### src/rtl/regfile_2w2r_bypass.sv
// ============================================================================
// Module   : regfile_2w2r_bypass
// Brief    : 2-write / 2-read register file with write-first bypass,
//            optional hard-wired zero entry and a sequenced clear.
// Revision : 1.0 - initial release
// ============================================================================
`default_nettype none

module regfile_2w2r_bypass #(
   parameter int DATA_W   = 32,
   parameter int ADDR_W   = 5,
   parameter int ZERO_REG = 1,
   parameter int BYPASS   = 1
) (
   input  logic              clk,
   input  logic              rst,
   input  logic              clear_req,
   output logic              ready,
   input  logic              we0,
   input  logic [ADDR_W-1:0] waddr0,
   input  logic [DATA_W-1:0] wdata0,
   input  logic              we1,
   input  logic [ADDR_W-1:0] waddr1,
   input  logic [DATA_W-1:0] wdata1,
   input  logic [ADDR_W-1:0] raddr0,
   output logic [DATA_W-1:0] rdata0,
   input  logic [ADDR_W-1:0] raddr1,
   output logic [DATA_W-1:0] rdata1
);

   localparam int                DEPTH    = 2**ADDR_W;
   localparam logic [ADDR_W-1:0] LAST_IDX = ADDR_W'(DEPTH - 1);
   localparam logic              HAS_ZERO = (ZERO_REG != 0);
   localparam logic              HAS_BYP  = (BYPASS != 0);

   typedef enum logic [0:0] {
      ST_CLEAR = 1'b0,
      ST_READY = 1'b1
   } state_t;

   state_t            state, state_nxt;
   logic [ADDR_W-1:0] clr_cnt, clr_cnt_nxt;
   logic [DATA_W-1:0] mem [DEPTH];
   logic              wr0_ok, wr1_ok;

   // A write is effective only if enabled and not aimed at the hard-wired zero entry.
   assign wr0_ok = we0 && !(HAS_ZERO && (waddr0 == '0));
   assign wr1_ok = we1 && !(HAS_ZERO && (waddr1 == '0));
   assign ready  = (state == ST_READY);

   always_ff @(posedge clk) begin
      if (rst) begin
         state   <= ST_CLEAR;
         clr_cnt <= '0;
      end else begin
         state   <= state_nxt;
         clr_cnt <= clr_cnt_nxt;
      end
   end

   always_comb begin
      state_nxt   = state;
      clr_cnt_nxt = clr_cnt;
      case (state)
         ST_CLEAR: begin
            clr_cnt_nxt = clr_cnt + 1'b1;
            if (clr_cnt == LAST_IDX) begin
               state_nxt = ST_READY;
            end
         end
         ST_READY: begin
            if (clear_req) begin
               state_nxt   = ST_CLEAR;
               clr_cnt_nxt = '0;
            end
         end
         default: begin
            state_nxt   = ST_CLEAR;
            clr_cnt_nxt = '0;
         end
      endcase
   end

   // Port 1 is assigned last so it wins a same-address collision.
   always_ff @(posedge clk) begin
      if (!rst) begin
         if (state == ST_CLEAR) begin
            mem[clr_cnt] <= '0;
         end else begin
            if (wr0_ok) begin
               mem[waddr0] <= wdata0;
            end
            if (wr1_ok) begin
               mem[waddr1] <= wdata1;
            end
         end
      end
   end

   function automatic logic [DATA_W-1:0] read_port(input logic [ADDR_W-1:0] addr);
      logic [DATA_W-1:0] val;
      val = mem[addr];
      if (HAS_BYP) begin
         if (wr1_ok && (waddr1 == addr)) begin
            val = wdata1;
         end else if (wr0_ok && (waddr0 == addr)) begin
            val = wdata0;
         end
      end
      if ((state != ST_READY) || (HAS_ZERO && (addr == '0))) begin
         val = '0;
      end
      return val;
   endfunction

   assign rdata0 = read_port(raddr0);
   assign rdata1 = read_port(raddr1);

endmodule

`default_nettype wire

### config.mk
export PLATFORM = sky130hd
export DESIGN_NAME = regfile_2w2r_bypass
export DESIGN_NICKNAME = d
export VERILOG_FILES = /design/src/rtl/regfile_2w2r_bypass.sv
export SDC_FILE = /design/constraint.sdc
export NUM_CORES = 2
export LEC_CHECK = 0
export CELL_PAD_IN_SITES_DETAIL_PLACEMENT = 1
export CELL_PAD_IN_SITES_GLOBAL_PLACEMENT = 1
export CORE_MARGIN = 2
export CORE_UTILIZATION = 50
export DETAILED_ROUTE_END_ITERATION = 6
export HOLD_SLACK_MARGIN = 0.08
export MAX_ROUTING_LAYER = met4
export PLACE_DENSITY_LB_ADDON = 0.1
export SLEW_MARGIN = 20
export SYNTH_ARGS = -nofsm -noshare
export SYNTH_HDL_FRONTEND = slang
export SYNTH_SLANG_ARGS = --single-unit
### constraint.sdc
create_clock -name clk -period 11.2 [get_ports clk]
set_input_delay 2.24 -clock clk [delete_from_list [all_inputs] [get_ports clk]]
set_output_delay 2.24 -clock clk [all_outputs]
set_load 0.02 [all_outputs]
* After elaboration in Yosys (flattened, before gate mapping)
Memory sizes are Yosys's and may differ from the RTL's.
Cells that the tools add are included.
** Cells by class
- Muxes and demuxes :: 25
- Equality and inequality tests :: 6
- Reduce and logical (&&, ||, !) cells :: 15
- Add/sub/neg operators :: 1
- Bitwise operators :: 1
** Operators with widths (count)
- 32-bit 2-to-1 mux :: 7
- 32-bit OR reduction :: 1
- 5-bit equality test :: 4
- 5-bit logical NOT :: 4
- 1-bit 2-to-1 mux :: 14
- 5-bit 2-to-1 mux :: 2
- 5-bit one-hot mux with 2 select lines :: 1
- 1-bit logical AND :: 6
- 5-bit by 1-bit adder with 5-bit output (second input constant) :: 1
- 5-bit equality test (second input constant) :: 1
- 1-bit logical NOT :: 2
- 1-bit logical OR :: 2
- 2-bit inequality test (second input constant) :: 1
- 1-bit one-hot mux with 2 select lines :: 1
- 1-bit NOT :: 1
** Storage, ports and cells
- Word-level logic and storage cells :: 51
- Bits of input ports :: 89
- Memory bits (writable) :: 1024
- Memories :: 1
- Output and inout port bits :: 65
- Register bits after elaboration :: 6
** Memory list
- mem :: depth 32, width 32, rd ports 2, clocked after Yosys merged registers in 0, wr ports 2, line 43 : logic [DATA_W-1:0] mem [DEPTH];

* Logic depth before layout (Yosys ltp)
- Depth in word-level cells :: 9
- Depth in mapped cells :: 10
- Mapped depth without buffers :: 6

* Worst setup path before layout
OpenSTA, ideal clock, no wires.
- Path kind :: in2out
- From :: input port raddr0[2]
- To :: output port rdata0[10]
- Buffers on the path :: 4
- Data arrival time :: 4091 ps
- Setup slack :: 4869 ps
- Stages on the path :: 9
- Path through :: buf_2 > buf_2 > buf_2 > clkbuf_1 > mux2i_1 > o22ai_1 > nor3_1 > nand4_1 > a32o_1
** On the way
- Longest elaborated chain between the ends :: 5
- Elaborated cells between the ends (all ways) :: 10
- Classes of those cells :: 2 x eq/ne; 3 x mux; 4 x reduce/logical; 1 x memory
** RTL lines
- start, declared :: line 25 : input logic [ADDR_W-1:0] raddr0,
- parallel branches: the longest is 4 deep, another holds memory read 32 x 32 bit
- 32-bit 2-to-1 mux (*) :: line 110 : if ((state != ST_READY) || (HAS_ZERO && (addr == '0))) begin
- end, declared :: line 26 : output logic [DATA_W-1:0] rdata0,
Mark *: on every way between the ends.

* Final worst setup path
- From :: input port raddr1[0]
- To :: output port rdata1[16]
** On the way
- Longest elaborated chain between the ends :: 5
- Elaborated cells between the ends (all ways) :: 10
- Classes of those cells :: 2 x eq/ne; 3 x mux; 4 x reduce/logical; 1 x memory
** RTL lines
- start, declared :: line 27 : input logic [ADDR_W-1:0] raddr1,
- parallel branches: the longest is 4 deep, another holds memory read 32 x 32 bit
- 32-bit 2-to-1 mux (*) :: line 110
- end, declared :: line 28 : output logic [DATA_W-1:0] rdata1
Marked as above.

==> impl_metrics.env <==
export IMPL_run_status="complete, no violations"
export IMPL_reg2reg_depth=6
export IMPL_hpwl_um=148000
export IMPL_final_area_sq_um=66300
export IMPL_dp_slack_ps=2620
export IMPL_grt_overflow=0
export IMPL_power_frac_seq_pct=49.1
export IMPL_drt_pass1_iter_count=5
export IMPL_netSwitchingPower_mw=2.16
export IMPL_finalSetupTns_ps=0
export IMPL_grt_max_degree=126
export IMPL_p_leak_nw=21.5
export IMPL_cpPeakStageDelay_ps=830
export IMPL_drt_initial_drc_count=6646
export IMPL_start_util_pct=50.2
export IMPL_synth_ff_type="edfxtp_1"
export IMPL_timing_rr_start="ready"
export IMPL_fp_row_count=127
export IMPL_path_common_cell="buf_4"
export IMPL_core_sq_um=119000
export IMPL_worstMarginPinSlew_ps=1260
export IMPL_cap_violations=0
export IMPL_ctsRootBufferMaster="clkbuf_16"
export IMPL_clk_pin_slew_worst_paths_ps=60
export IMPL_min_from="clr_cnt[1]"
export IMPL_wire_per_inst_um=36.1
export IMPL_synth_nets=5794
export IMPL_cp_end_kind="output pin"
export IMPL_crit_slowest_cell="buf_4"
export IMPL_vias_per_cell=7.10
export IMPL_rsz0062_at_grt="false"
export IMPL_cts_tree="done"
export IMPL_pwr_share_comb_pct=8.5
export IMPL_drcViolationCount=0
export IMPL_multi_input_area_sq_um=26900
export IMPL_crit_path_start_kind="input port"
export IMPL_final_hold_violation_count=0
export IMPL_ios=154
export IMPL_ant_nets=0
export IMPL_grt_pass1_vias=51300
export IMPL_intPower_mw=6.42
export IMPL_min_period_over_period_pct=78.8
export IMPL_clk_latency_ps=750
export IMPL_worstPathArrival_ps=6580
export IMPL_synth_edf_count=1024
export IMPL_postCtsSetupBuffers=0
export IMPL_worst_slack_ps=2380
export IMPL_dieArea_sq_um=123000
export IMPL_holdPathStages=2
export IMPL_final_util_pct=55.5
export IMPL_synthCells=5703
export IMPL_regArea_sq_um=30900
export IMPL_cts_hold_buffers=0
export IMPL_nets=5537
export IMPL_synthArstFlopShare_pct=0
export IMPL_antenna_found_initial=15
export IMPL_cts_resized=0
export IMPL_cts_buffers=116
export IMPL_critPathKind="input port to output pin"
export IMPL_grt_use_total_pct=42.9
export IMPL_p_clk_share_pct=42.3
export IMPL_met3_length_um=28800
export IMPL_syn2layout_area_growth_pct=10.7
export IMPL_drv_slew=0
export IMPL_crit_required_ps=8960
export IMPL_place_gp_congestion=0.907
export IMPL_io_buffers=153
export IMPL_highest_layer="met4"
export IMPL_wl_met2_um=118000
export IMPL_crit_chain="buf_4 > buf_4 > nand3_2 > buf_4 > o22ai_1 > nor2_1 > nand4_1 > a32o_1 > clkdlybuf4s50_1"
export IMPL_crit_start="raddr1[0]"
export IMPL_yosys_warnings=0
export IMPL_max_freq_ghz=0.113
export IMPL_hold_end="clr_cnt[1]"
export IMPL_finalWirelength_um=258000
export IMPL_final_cell_mix="o21ai_0, nand2_1, edfxtp_1"
export IMPL_hold_slack_ps=605
export IMPL_min_path_type="register to register"
export IMPL_clock_sinks=1030
export IMPL_place_area_sq_um=62800
export IMPL_via_count=50900
export IMPL_setup_viol=0
export IMPL_die_w_um=350
export IMPL_clockBufferDepth=3
export IMPL_power_density_nw_per_um2=129
export IMPL_relSlewSlack_pct=16.0
export IMPL_fin_skew_ps=23.8
export IMPL_synth_seq_cells=1030
export IMPL_grt_first_pass_wirelength_um=364000
export IMPL_regToRegEndpoint="mem[8][25]"
export IMPL_syn_avg_cell_area_sq_um=10.5
export IMPL_m1WireLength_um=92800
export IMPL_yosys_cell_types_count=50
export IMPL_syn_area_sq_um=59900
export IMPL_die_height_um=350
export IMPL_htree_levels=3
export IMPL_reg2reg_setup_slack_ps=6550
export IMPL_final_common_cell="o21ai_0"
export IMPL_fillers=12600
export IMPL_switching_share_pct=25.2
export IMPL_period_minus_slack_ps=8820
export IMPL_path_max_fanout=42
export IMPL_ir_worst_vdd_mv=0.129
export IMPL_drive_gt1_share_pct=10.5
export IMPL_ys_seq_area_share_pct=51.5
flip-flops by register name, summed over array words and instances (netlist names):
name	count
clr_cnt	5
mem	1024
ready	1
critical path: cells and delay by family:
family	cells	cell delay, ps
simple gates	3	1010
buf+inv	4	2570
compound gates	2	600
area by class of cell:
class,instances,share of cell area (%)
Antenna cell,12,0.0453
Timing Repair Buffer,317,4.36
Clock buffer,147,4.58
Multi-Input combinational cell,3945,40.6
Tap cell,1612,3.04
Sequential cell,1030,46.5
Inverter,36,0.204
Clock inverter,68,0.647
cell families (layout without fill, tap and decap cells):
group | Yosys count | after routing | share of synthesized area, %
AOI/OAI and AO/OA | 1611 | 1611 | 15.4
and+or+nand+nor | 1417 | 1417 | 9.97
DFF | 1030 | 1030 | 51.5
muxes | 895 | 895 | 17.9
buffers and inverters | 728 | 568 | 4.87
xor gates and xnor gates | 20 | 20 | 0.292
adders and majority gates | 2 | 2 | 0.0417
other | 0 | 12 | 0
power by group through the flow:
stage | Clock (mW) | Sequential, mW | Combinational, mW
2_1_floorplan | 0 | 4.29 | 0.420
3_3_place_gp | 0 | 4.29 | 0.695
3_5_place_dp | 0 | 4.30 | 0.703
4_1_cts | 3.63 | 4.22 | 0.705
5_1_grt | 3.77 | 4.22 | 0.741
6_report | 3.63 | 4.22 | 0.731
synthesized netlist by cell type (3+ instances only):
cell type     n  area [sq um]
a21oi_1       4          20.0
a221oi_1    124          1090
a22oi_1       3          22.5
a32o_1       64           641
buf_1        29           109
buf_2       125           626
buf_6         3          33.8
clkbuf_1    533          2000
dfxtp_1       6           120
edfxtp_1   1024         30700
inv_1        36           135
mux2_2        3          33.8
mux2i_1     752          7530
mux4_2      138          3110
nand2_1    1039          3900
nand2_2       6          37.5
nand2b_1     78           488
nand3_1      14          70.1
nand3b_1      8          60.1
nand4_1      72           450
nor2_1      102           383
nor2_2       12          75.1
nor2b_1       5          31.3
nor3_1       62           310
o21ai_0    1076          5390
o21ai_1      44           220
o22ai_1     284          1780
o41ai_1       3          26.3
or2_1         3          18.8
xnor2_1      12           105
xor2_1        8          70.1
routing by layer:
layer / global-route usage [%] / up-vias
met5: - / -
met4: 27.0 / 0
met3: 9.39 / 1031
met2: 65.9 / 3420
met1: 51.6 / 25600
li1: - / 20800
stage by stage:
| step | std cells | power, mW |
|---|---|---|
| floorplan | 5703 | 4.71 |
| global placement | 6940 | 4.99 |
| detailed placement | 6940 | 5.00 |
| CTS | 7155 | 8.56 |
| global route | 7165 | 8.72 |
| finish | 7167 | 8.58 |
worst max path at each step:
stage | to | slack, ps
detailed placement | rdata0[0] | 2620
floorplan | rdata0[10] | 4870
global route | rdata0[0] | 2420
global placement | rdata1[16] | 2660
CTS | rdata0[16] | 2610
finish | rdata1[16] | 2380
No activity file was read; power rests on OpenSTA's default activity.
